===== config.mk =====
export PLATFORM = sky130hd
export DESIGN_NAME = shared_bus_arbiter
export DESIGN_NICKNAME = d
export VERILOG_FILES = /design/src/rtl/shared_bus_arbiter_pkg.sv /design/src/rtl/shared_bus_arbiter_rr_picker.sv /design/src/rtl/shared_bus_arbiter.sv
export SDC_FILE = /design/constraint.sdc
export NUM_CORES = 1
export LEC_CHECK = 0
export CORE_AREA = 2 2 44 62
export DETAILED_ROUTE_END_ITERATION = 12
export DIE_AREA = 0 0 46 64
export PLACE_DENSITY = 0.85
export SETUP_SLACK_MARGIN = 0.15
export SLEW_MARGIN = 20
export SYNTH_ARGS = -nofsm -noshare
export SYNTH_HDL_FRONTEND = slang
export SYNTH_SLANG_ARGS = --single-unit

===== constraint.sdc =====
create_clock -name clk -period 4.06 [get_ports clk]
set_clock_uncertainty 0.2 [all_clocks]
set_input_delay 0.609 -clock clk [delete_from_list [all_inputs] [get_ports clk]]
set_output_delay 0.609 -clock clk [all_outputs]
set_load 0.01 [all_outputs]

===== src/rtl/shared_bus_arbiter_pkg.sv =====
// Shared types and helpers for the shared-bus arbiter.
// State encoding, one-hot helper and owner-index width helper.
package shared_bus_arbiter_pkg;

  localparam int MAX_REQ = 16;

  typedef enum logic [1:0] {
    IDLE = 2'd0,
    OWN  = 2'd1,
    TURN = 2'd2
  } state_t;

  function automatic int ow_of(input int n);
    return (n > 1) ? $clog2(n) : 1;
  endfunction

  function automatic logic [MAX_REQ-1:0] onehot(
    input int unsigned idx
  );
    logic [MAX_REQ-1:0] one;
    one = {{(MAX_REQ-1){1'b0}}, 1'b1};
    return one << idx;
  endfunction

endpackage


===== src/rtl/shared_bus_arbiter_rr_picker.sv =====
// Round-robin picker: first set request at or after ptr.
// Purely combinational; ptr is assumed to be below N_REQ.
module rr_picker #(
  parameter int N_REQ = 4,
  parameter int OW    = 2
) (
  input  logic [N_REQ-1:0] req,
  input  logic [OW-1:0]    ptr,
  output logic             found,
  output logic [OW-1:0]    idx
);

  logic [2*N_REQ-1:0] dbl;
  logic [N_REQ-1:0]   rot;

  // rotate so that bit 0 of rot is requester ptr
  assign dbl = {req, req} >> ptr;
  assign rot = dbl[N_REQ-1:0];

  always_comb begin
    int j;
    j     = 0;
    found = 1'b0;
    idx   = '0;
    for (int k = 0; k < N_REQ; k++) begin
      if (!found && rot[k]) begin
        found = 1'b1;
        j     = int'(ptr) + k;
        if (j >= N_REQ) j = j - N_REQ;
        idx   = OW'(j);
      end
    end
  end

endmodule


===== src/rtl/shared_bus_arbiter.sv =====
// Round-robin owner FSM and single-driver mux for a shared bus.
// Bounded hold per owner and one dead cycle between owners.
module shared_bus_arbiter
  import shared_bus_arbiter_pkg::*;
#(
  parameter  int N_REQ    = 4,
  parameter  int DW       = 8,
  parameter  int MAX_HOLD = 8,
  localparam int OW       = ow_of(N_REQ)
) (
  input  logic              clk,
  input  logic              rst_n,
  input  logic [N_REQ-1:0]  req,
  input  logic [N_REQ*DW-1:0] req_data,
  output logic [N_REQ-1:0]  gnt,
  output logic [DW-1:0]     bus_data,
  output logic              bus_valid,
  output logic [OW-1:0]     bus_owner,
  output logic              timeout_pulse
);

  localparam int HW = $clog2(MAX_HOLD + 1);

  state_t             state;
  logic [OW-1:0]      ptr;
  logic [OW-1:0]      next_ptr;
  logic [HW-1:0]      hold_cnt;
  logic               hold_done;
  logic               pick_found;
  logic [OW-1:0]      pick_idx;
  logic [MAX_REQ-1:0] pick_oh;

  rr_picker #(
    .N_REQ (N_REQ),
    .OW    (OW)
  ) u_pick (
    .req   (req),
    .ptr   (ptr),
    .found (pick_found),
    .idx   (pick_idx)
  );

  assign pick_oh   = onehot(32'(pick_idx));
  assign hold_done = (hold_cnt == HW'(MAX_HOLD - 1));
  assign next_ptr  = (bus_owner == OW'(N_REQ - 1))
                   ? '0 : bus_owner + 1'b1;

  always_ff @(posedge clk) begin
    if (!rst_n) begin
      state         <= IDLE;
      gnt           <= '0;
      bus_owner     <= '0;
      timeout_pulse <= 1'b0;
      ptr           <= '0;
      hold_cnt      <= '0;
    end else begin
      timeout_pulse <= 1'b0;
      unique case (state)
        IDLE, TURN: begin
          if (pick_found) begin
            state     <= OWN;
            gnt       <= pick_oh[N_REQ-1:0];
            bus_owner <= pick_idx;
            hold_cnt  <= '0;
          end else begin
            state <= IDLE;
            gnt   <= '0;
          end
        end
        OWN: begin
          hold_cnt <= hold_cnt + 1'b1;
          // bus_valid is the owner's live request
          if (!bus_valid || hold_done) begin
            state         <= TURN;
            gnt           <= '0;
            ptr           <= next_ptr;
            timeout_pulse <= bus_valid;
          end
        end
        default: begin
          state <= IDLE;
          gnt   <= '0;
        end
      endcase
    end
  end

  always_comb begin
    bus_data = '0;
    for (int i = 0; i < N_REQ; i++) begin
      bus_data = bus_data
               | (req_data[i*DW +: DW] & {DW{gnt[i]}});
    end
  end

  assign bus_valid = |(gnt & req);

endmodule

* Word-level counts from Yosys, hierarchy flattened
Index checks and enable logic that the tools add are counted.
Storage, ports and cells: bits in registers 15, bits of input ports 38, word-level logic and storage cells 72, output and inout bits 16
Operators by class: muxes and demuxes 21, bitwise gates (word level) 8, reduce and logical (&&, ||, !) cells 16, shifts and indexed selects 2, add/subtract/negate cells 9, $lt $le $gt $ge 4, equal/unequal tests 6
Operators with widths (count):
- bitwise AND 8 bit | 4
- OR 8 bit | 3
- two-way mux 2 bit | 10
- one-hot mux 4 bit (2 select lines) | 2
- two-way mux 4 bit | 3
- >= comparator 3 bit, second input constant | 3
- >> shifter 8 x 2 -> 4 bit | 1
- subtractor 2 x 1 -> 2 bit, second input constant | 4
- adder 2 x 2 -> 3 bit, second input constant | 2
- AND reduction 2 bit | 3
- two-way mux 1 bit | 5
- adder 4 x 1 -> 4 bit, second input constant | 1
- bitwise AND 4 bit | 1
- equality test 2 bit, second input constant | 2
- equality test 4 x 3 -> 1 bit, second input constant | 1
- zero test 1 bit | 4
- != test 2 bit, second input constant | 2
- one-hot mux 2 bit (2 select lines) | 1
- OR reduction 4 bit | 1
- << shifter 1 x 2 -> 4 bit, first input constant | 1
- adder 2 x 1 -> 3 bit, second input constant | 1
- >= comparator 2 x 3 -> 1 bit, second input constant | 1
- logical AND 1 bit | 3
- AND reduction 3 bit | 1
- other kinds (6) | 6

* Longest topological paths before layout
Gate-level depths: netlist (run 1).
depth after elaboration 14, gate-level depth with buffers 6, depth with buffers taken out 5

* By module
A second synthesis (run 1) with hierarchy kept.
Unflattened totals: cells, all modules 103, area, all modules 900.9 um2
Modules (own cells, without submodules):
- shared_bus_arbiter | cells an instance 91, instances 1, area each 827.0 um2
- rr_picker | cells an instance 12, instances 1, area each 73.8 um2

* Worst setup path after synthesis (run 1)
Ideal clock, no wire load.
path kind in2out, from input port req[3], to output port bus_valid, cell stages on the path 3, buffers on the path 1, arrival 1.033 ns, required time 3.251 ns, path slack 2.218 ns, cells stage by stage buf_4 a22oi_1 nand2_1
Between the ends: cells in the longest elaborated chain, start to end 2
Ends and longest elaborated chain:
- start: declaration | RTL line shared_bus_arbiter.sv:13 | input logic [N_REQ-1:0] req,
- bitwise AND 4 bit | RTL line shared_bus_arbiter.sv:96 | assign bus_valid = |(gnt & req);
- OR reduction 4 bit | RTL line shared_bus_arbiter.sv:96
- end: declaration | RTL line shared_bus_arbiter.sv:17 | output logic bus_valid,
No other way between the ends.

* Worst setup path after layout (run 1)
Ends and elaborated chain as after synthesis.

==> results of run 1 <==
==> placed cells by master (no fill, tap or decap), types with 3 or more instances in the layout <==
cell type,n
sky130_fd_sc_hd__nand2b_1,4
sky130_fd_sc_hd__mux2i_1,3
sky130_fd_sc_hd__nor2_1,6
sky130_fd_sc_hd__a21oi_1,9
sky130_fd_sc_hd__a22oi_1,18
sky130_fd_sc_hd__clkbuf_4,3
sky130_fd_sc_hd__nor3_1,3
sky130_fd_sc_hd__clkdlybuf4s50_1,53
sky130_fd_sc_hd__dfxtp_1,15
sky130_fd_sc_hd__nand2_1,16
==> layer usage <==
metal / vias up / track usage (%) / routed length (µm)
met1: 472 / 19.7 / 1050
met4: 0 / 3.21 / 14
met5: - / 0 / 0
li1: 514 / - / -
met3: 2 / 5.93 / 353
met2: 58 / 34.4 / 1380
==> final timing paths <==
path | to | startpoint | slack [ps]
setup / recovery | bus_valid | req[3] | 1240
hold / removal | bus_owner[1] | bus_owner[1] | 280
setup reg to reg | gnt[0] | ptr[1] | 2280
hold reg to reg | bus_owner[1] | bus_owner[1] | 280
==> cells by family (layout without fill, tap and decap cells) <==
| family | Yosys count | count (layout) | share of synthesized area [%] |
|---|---|---|---|
| buffers and inverters | 9 | 59 | 6.25 |
| AO/OA/AOI/OAI | 39 | 39 | 30.7 |
| adder cells (fa/ha/maj) | 2 | 2 | 2.78 |
| flip-flops | 15 | 15 | 33.3 |
| multiplexers | 3 | 3 | 3.33 |
| XOR/XNOR | 1 | 1 | 0.972 |
| AND/OR/NAND/NOR | 40 | 40 | 22.6 |
==> metrics by stage <==
step	cell area, µm²	instances	hold WS, ps	utilization [%]	power, µW
after floorplan	901	109	262	-	239
after global placement	1410	178	269	59.7	314
after detailed placement	1410	178	274	59.7	320
after CTS	1440	182	290	60.8	403
after global routing	1440	182	317	60.8	424
final	1440	182	285	60.8	402
==> registers in the layout, summed over array words and instances (netlist names) <==
name / flops
ptr: 2
bus_owner: 2
state: 2
gnt: 4
hold_cnt: 4
timeout_pulse: 1
==> report_power, final <==
| group | internal [µW] | leakage (µW) | switching [µW] |
|---|---|---|---|
| registers | 157 | 0.000123 | 15.8 |
| logic | 85.3 | 0.000410 | 57.6 |
| clock network | 36.6 | 0.0000177 | 49.1 |
| total | 279 | 0.000550 | 123 |
==> area by class of cell <==
type	instances	area, µm²	share of cell area [%]
tap	23	28.8	2.00
clock buffer	3	22.5	1.57
timing repair buffer	53	531	36.9
clock inverter	1	5.00	0.348
inverter	2	7.51	0.522
multi-input combinational	85	544	37.8
sequential	15	300	20.9
==> worst max-delay path, delay by kind of cell <==
kind	cells	cell delay (ps)
AOI/OAI and AO/OA	1	120
buffers and inverters	2	1150
and+or+nand+nor	1	130
==> run metrics, run 1 <==
TritonCTS Sinks 15; peak per-stage delay on the critical path between 600 and 700 ps; leading cell types by count after synthesis 18 x sky130_fd_sc_hd__a22oi_1, 16 x sky130_fd_sc_hd__nand2_1, 15 x sky130_fd_sc_hd__dfxtp_1; final weighted congestion in routability-driven placement 0.818; launching element type of the critical path input port; number of diodes added for antenna fixing 0; share of synthesized registers carrying an async set or reset 0%; GRT Util Overall 18.6%; mean number of vias per cell 5.75; Hold Fails Final Rpt 0; CP endpoint kind output pin; most used standard cell by instance count after synthesis sky130_fd_sc_hd__a22oi_1; number of rows created at floorplan 21; TritonCTS clock tree yes; Initial Utilization 38.1%; net count after synthesis 149; global-route wire length before repair 4180 µm; min-delay worst type reg2reg; routed vias ~1000; Max-slew headroom approximately three quarters; fraction of final layout cells sized beyond drive strength 1 under 10%; average cell area after synthesis ~8.3 µm²; start-to-end type of the worst setup path in2out; setup bufs post-CTS 0; maximum number of pins on one net before global-route repair 12; #FFs+latches synth 15; maximum root-to-sink buffer count 2; initial drt markers 22; leading area contributor after synthesis sky130_fd_sc_hd__dfxtp_1; width of the chip 46 µm; final HPWL from detailed placement 2270 µm; Worst Reg-to-Reg Cells 4; maximum fanout count along the critical path 8; post-route setup slack 1240 ps; VDD IR max about 0.24 mV; Final Routed Wirelength 2790 µm; clock tree root driver cell sky130_fd_sc_hd__clkbuf_4; number of setup violations in the final report 0; total of hold buffers inserted after clock tree synthesis 0; average wire per standard cell 15.3 µm; number of input and output port buffers inserted 53; Clock transition at path regs around 90 ps; drt pass-1 iters 4; post-placement setup slack 1230 ps; area added between synthesis and finish 59.7%; Synth warnings 0; Unique masters post-synth 33; core region area 2360 µm²; part of the Yosys area used for sequential elements 33.3%; total power per unit cell area between 200 and 300 nW/µm²; Filler Cells Inserted 210; most numerous cell on the critical path sky130_fd_sc_hd__clkdlybuf4s50_1; critical-path cell list clkdlybuf4s50_1 -> a22oi_1 -> nand2_1 -> clkdlybuf4s50_1; Post-route DRC 0; count of max-cap constraint violations 0; Critical-path top delay cell sky130_fd_sc_hd__clkdlybuf4s50_1; gr ovfl total 0; hold-critical path depth 2; count of flip-flops with a built-in enable after synthesis 0; status complete, no violations; unrepaired setup endpoints after global routing false; antenna viol nets, final 0; time the worst path needs with I/O delays and setup 2820 ps; setup tns final 0 ps; Top Ports 54; vias in the first global route 986; number of buffers added by the clock tree synthesis step 3; Max Transition Viols Final 0; Static Leakage 0.000550 µW; CP Data Required Time roughly 3300 ps; Max H-tree Level 1; cell area after synthesis between 900 and 1000 µm²; area enclosed by the die boundary 2940 µm²; most used flip-flop cell after synthesis sky130_fd_sc_hd__dfxtp_1; antenna violations before repair 0; CP Data Arrival Time 2010 ps; clock latency at the later pin of the worst-skew pair 290 ps; area fraction of the dominant cell type after synthesis 33.3%; fmax 355 MHz; cells taking the most area after synthesis sky130_fd_sc_hd__dfxtp_1 33%, sky130_fd_sc_hd__a22oi_1 15%, sky130_fd_sc_hd__nand2_1 6.7%; slew at the pin with the worst max-slew slack between 400 and 500 ps; final worst-path cycle share 69.5%; y dimension of the die 64 µm; Gate Count Post-Synth around 110; Gates resized, CTS repair 0; number of nets in the finished design 200
Note: power is estimated with default switching activity, not from simulation.
==> run 2, diff against run 1 <==
--- a/config.mk
+++ b/config.mk
@@ -5,10 +5,10 @@
 export SDC_FILE = /design/constraint.sdc
 export NUM_CORES = 1
 export LEC_CHECK = 0
-export CORE_AREA = 2 2 44 62
+export CORE_AREA = 2 2 45 64
 export DETAILED_ROUTE_END_ITERATION = 12
-export DIE_AREA = 0 0 46 64
-export PLACE_DENSITY = 0.85
+export DIE_AREA = 0 0 47 66
+export PLACE_DENSITY = 0.81
 export SETUP_SLACK_MARGIN = 0.15
 export SLEW_MARGIN = 20
 export SYNTH_ARGS = -nofsm -noshare
==> constraint.sdc (replaced) <==
create_clock -name clk -period 2.7 [get_ports clk]
set_clock_uncertainty 0.2 [all_clocks]
set_input_delay 0.405 -clock clk [delete_from_list [all_inputs] [get_ports clk]]
set_output_delay 0.405 -clock clk [all_outputs]
set_load 0.01 [all_outputs]
==> run 2 against run 1 <==
Sequential share of layout area is 0.23 points lower. Routed wire length shrank 3.1%. Via count is 1.3% lower. Setup slack got worse by 970 ps. Sequential power is 51% higher. Worst hold slack improved by 15 ps. Combinational power grew 49%. First-iteration DRC count is 23% higher. Utilization fell by 3.4 points. Global-route usage down 1.3 points. Critical path depth is the same. Largest power group unchanged.
==> run metrics, run 2 (same netlist as run 1, synthesis figures left out) <==
Crit path buffers/inverters 2; minimum setup slack among reg-to-reg paths 900 ps; routed vias 1032; Top Ports between 50 and 60; number of nets in the finished design 200; antenna violations before repair 0; initial drt markers 27; min-delay worst type reg2reg; Metal-1 WL 958 µm; Max H-tree Level 1; cell count after placement roughly 190; hold-critical path depth 2; fmax 412 MHz; final core utilization 57.5%; Final Routed Wirelength 2700 µm; gr ovfl total 0; area enclosed by the die boundary 3100 µm²; number of diodes added for antenna fixing 0; mean number of vias per cell 5.29; setup bufs post-CTS 0; y dimension of the die 66 µm; met3 WL 420 µm; unrepaired setup endpoints after global routing false; Top delay family on crit path buffers and inverters; CP endpoint kind output pin; instance area at placement 1430 µm²; maximum fanout count along the critical path 8; peak per-stage delay on the critical path 600 ps; TritonCTS clock tree yes; number of rows created at floorplan 22; width of the chip 47 µm; Clock transition at path regs 90 ps; wire length on met2 1300 µm; final HPWL from detailed placement 2170 µm; GRT Util Overall 17.3%; CP Data Arrival Time about 1800 ps; VDD IR max 0.333 mV; slew at the pin with the worst max-slew slack 401 ps; final cell count without fillers about 200; vias in the first global route 1012; number of input and output port buffers inserted 53; core region area 2530 µm²; critical-path cell list clkdlybuf4s50_1 -> a22oi_1 -> nand2_1 -> clkdlybuf4s50_1; maximum root-to-sink buffer count 2; cell area after layout ~1500 µm²; total number of cells along the worst setup path 4; maximum number of pins on one net before global-route repair 12; number of buffers added by the clock tree synthesis step 3; average wire per standard cell 13.9 µm; CP Data Required Time 2100 ps; count of max-cap constraint violations 0; Initial Utilization 35.6%; most numerous cell on the critical path sky130_fd_sc_hd__clkdlybuf4s50_1; global-route wire length before repair approximately 4100 µm; status complete, no violations; Max-slew headroom roughly 73%; Post-route DRC 0; largest registers ranked by flip-flop count gnt (4), hold_cnt (4); post-placement setup slack 276 ps; final weighted congestion in routability-driven placement 0.846; antenna viol nets, final 0; Max Transition Viols Final 0; TritonCTS Sinks 15; launching element type of the critical path input port; final worst-path cycle share 89.9%; Worst Reg-to-Reg Cells 4; fraction of final layout cells sized beyond drive strength 1 3.14%; setup tns final 0 ps; most common library cell in the layout ignoring fill and taps sky130_fd_sc_hd__clkdlybuf4s50_1; uppermost layer routed met4; total of hold buffers inserted after clock tree synthesis 0; time the worst path needs with I/O delays and setup about 2400 ps; area added between synthesis and finish 61.5%; Critical-path top delay cell sky130_fd_sc_hd__clkdlybuf4s50_1; Static Leakage 0.000550 µW; post-route setup slack 274 ps; drt pass-1 iters 4; clock latency at the later pin of the worst-skew pair around 300 ps; most used cells in the layout excluding fill and tap cells 53 x sky130_fd_sc_hd__clkdlybuf4s50_1, 18 x sky130_fd_sc_hd__a22oi_1, 16 x sky130_fd_sc_hd__nand2_1; Gates resized, CTS repair 0; clock tree root driver cell sky130_fd_sc_hd__clkbuf_4; total power per unit cell area 416 nW/µm²; start-to-end type of the worst setup path in2out; Hold Fails Final Rpt 0; number of setup violations in the final report 0
[run 2: final timing paths]
check                                 start     endpoint
worst max-delay path                 req[3]    bus_valid
worst min-delay path            hold_cnt[1]  hold_cnt[1]
worst max register to register       gnt[0]       gnt[0]
worst min register to register  hold_cnt[1]  hold_cnt[1]
[run 2: cell type report]
type | count | area (µm²)
well taps | 36 | 45.0
clock inverters | 1 | 5.00
fillers | 248 | 1080
flip-flops and latches | 15 | 300
inverters | 2 | 7.51
clock buffers | 3 | 22.5
repair buffers | 53 | 531
multi-input cells | 85 | 544
[run 2: metal layers]
metal  vias up  global-route usage (%)
li1        510                       -
met1       458                    15.4
met2        61                    33.0
met3         3                    5.74
met4         0                    6.60
met5         -                       0
[run 2: tightest hold or removal path, delay by kind of cell (launching register included)]
family	cells	cell delay, ps
flip-flops	1	340
AO/OA/AOI/OAI	1	60
AND/OR/NAND/NOR	1	70
[run 2: through the flow]
stage | total power, µW | hold WS, ps
6_report | 605 | 299
5_1_grt | 636 | 313
4_1_cts | 607 | 298
3_5_place_dp | 479 | 285
3_3_place_gp | 474 | 271
2_1_floorplan | 359 | 262
[run 2: where the power goes]
| part | switching [µW] | internal (µW) | leakage (µW) |
|---|---|---|---|
| Sequential | 24.2 | 236 | 0.000123 |
| Combinational | 84.7 | 128 | 0.000410 |
| Clock | 76.6 | 55.3 | 0.0000177 |
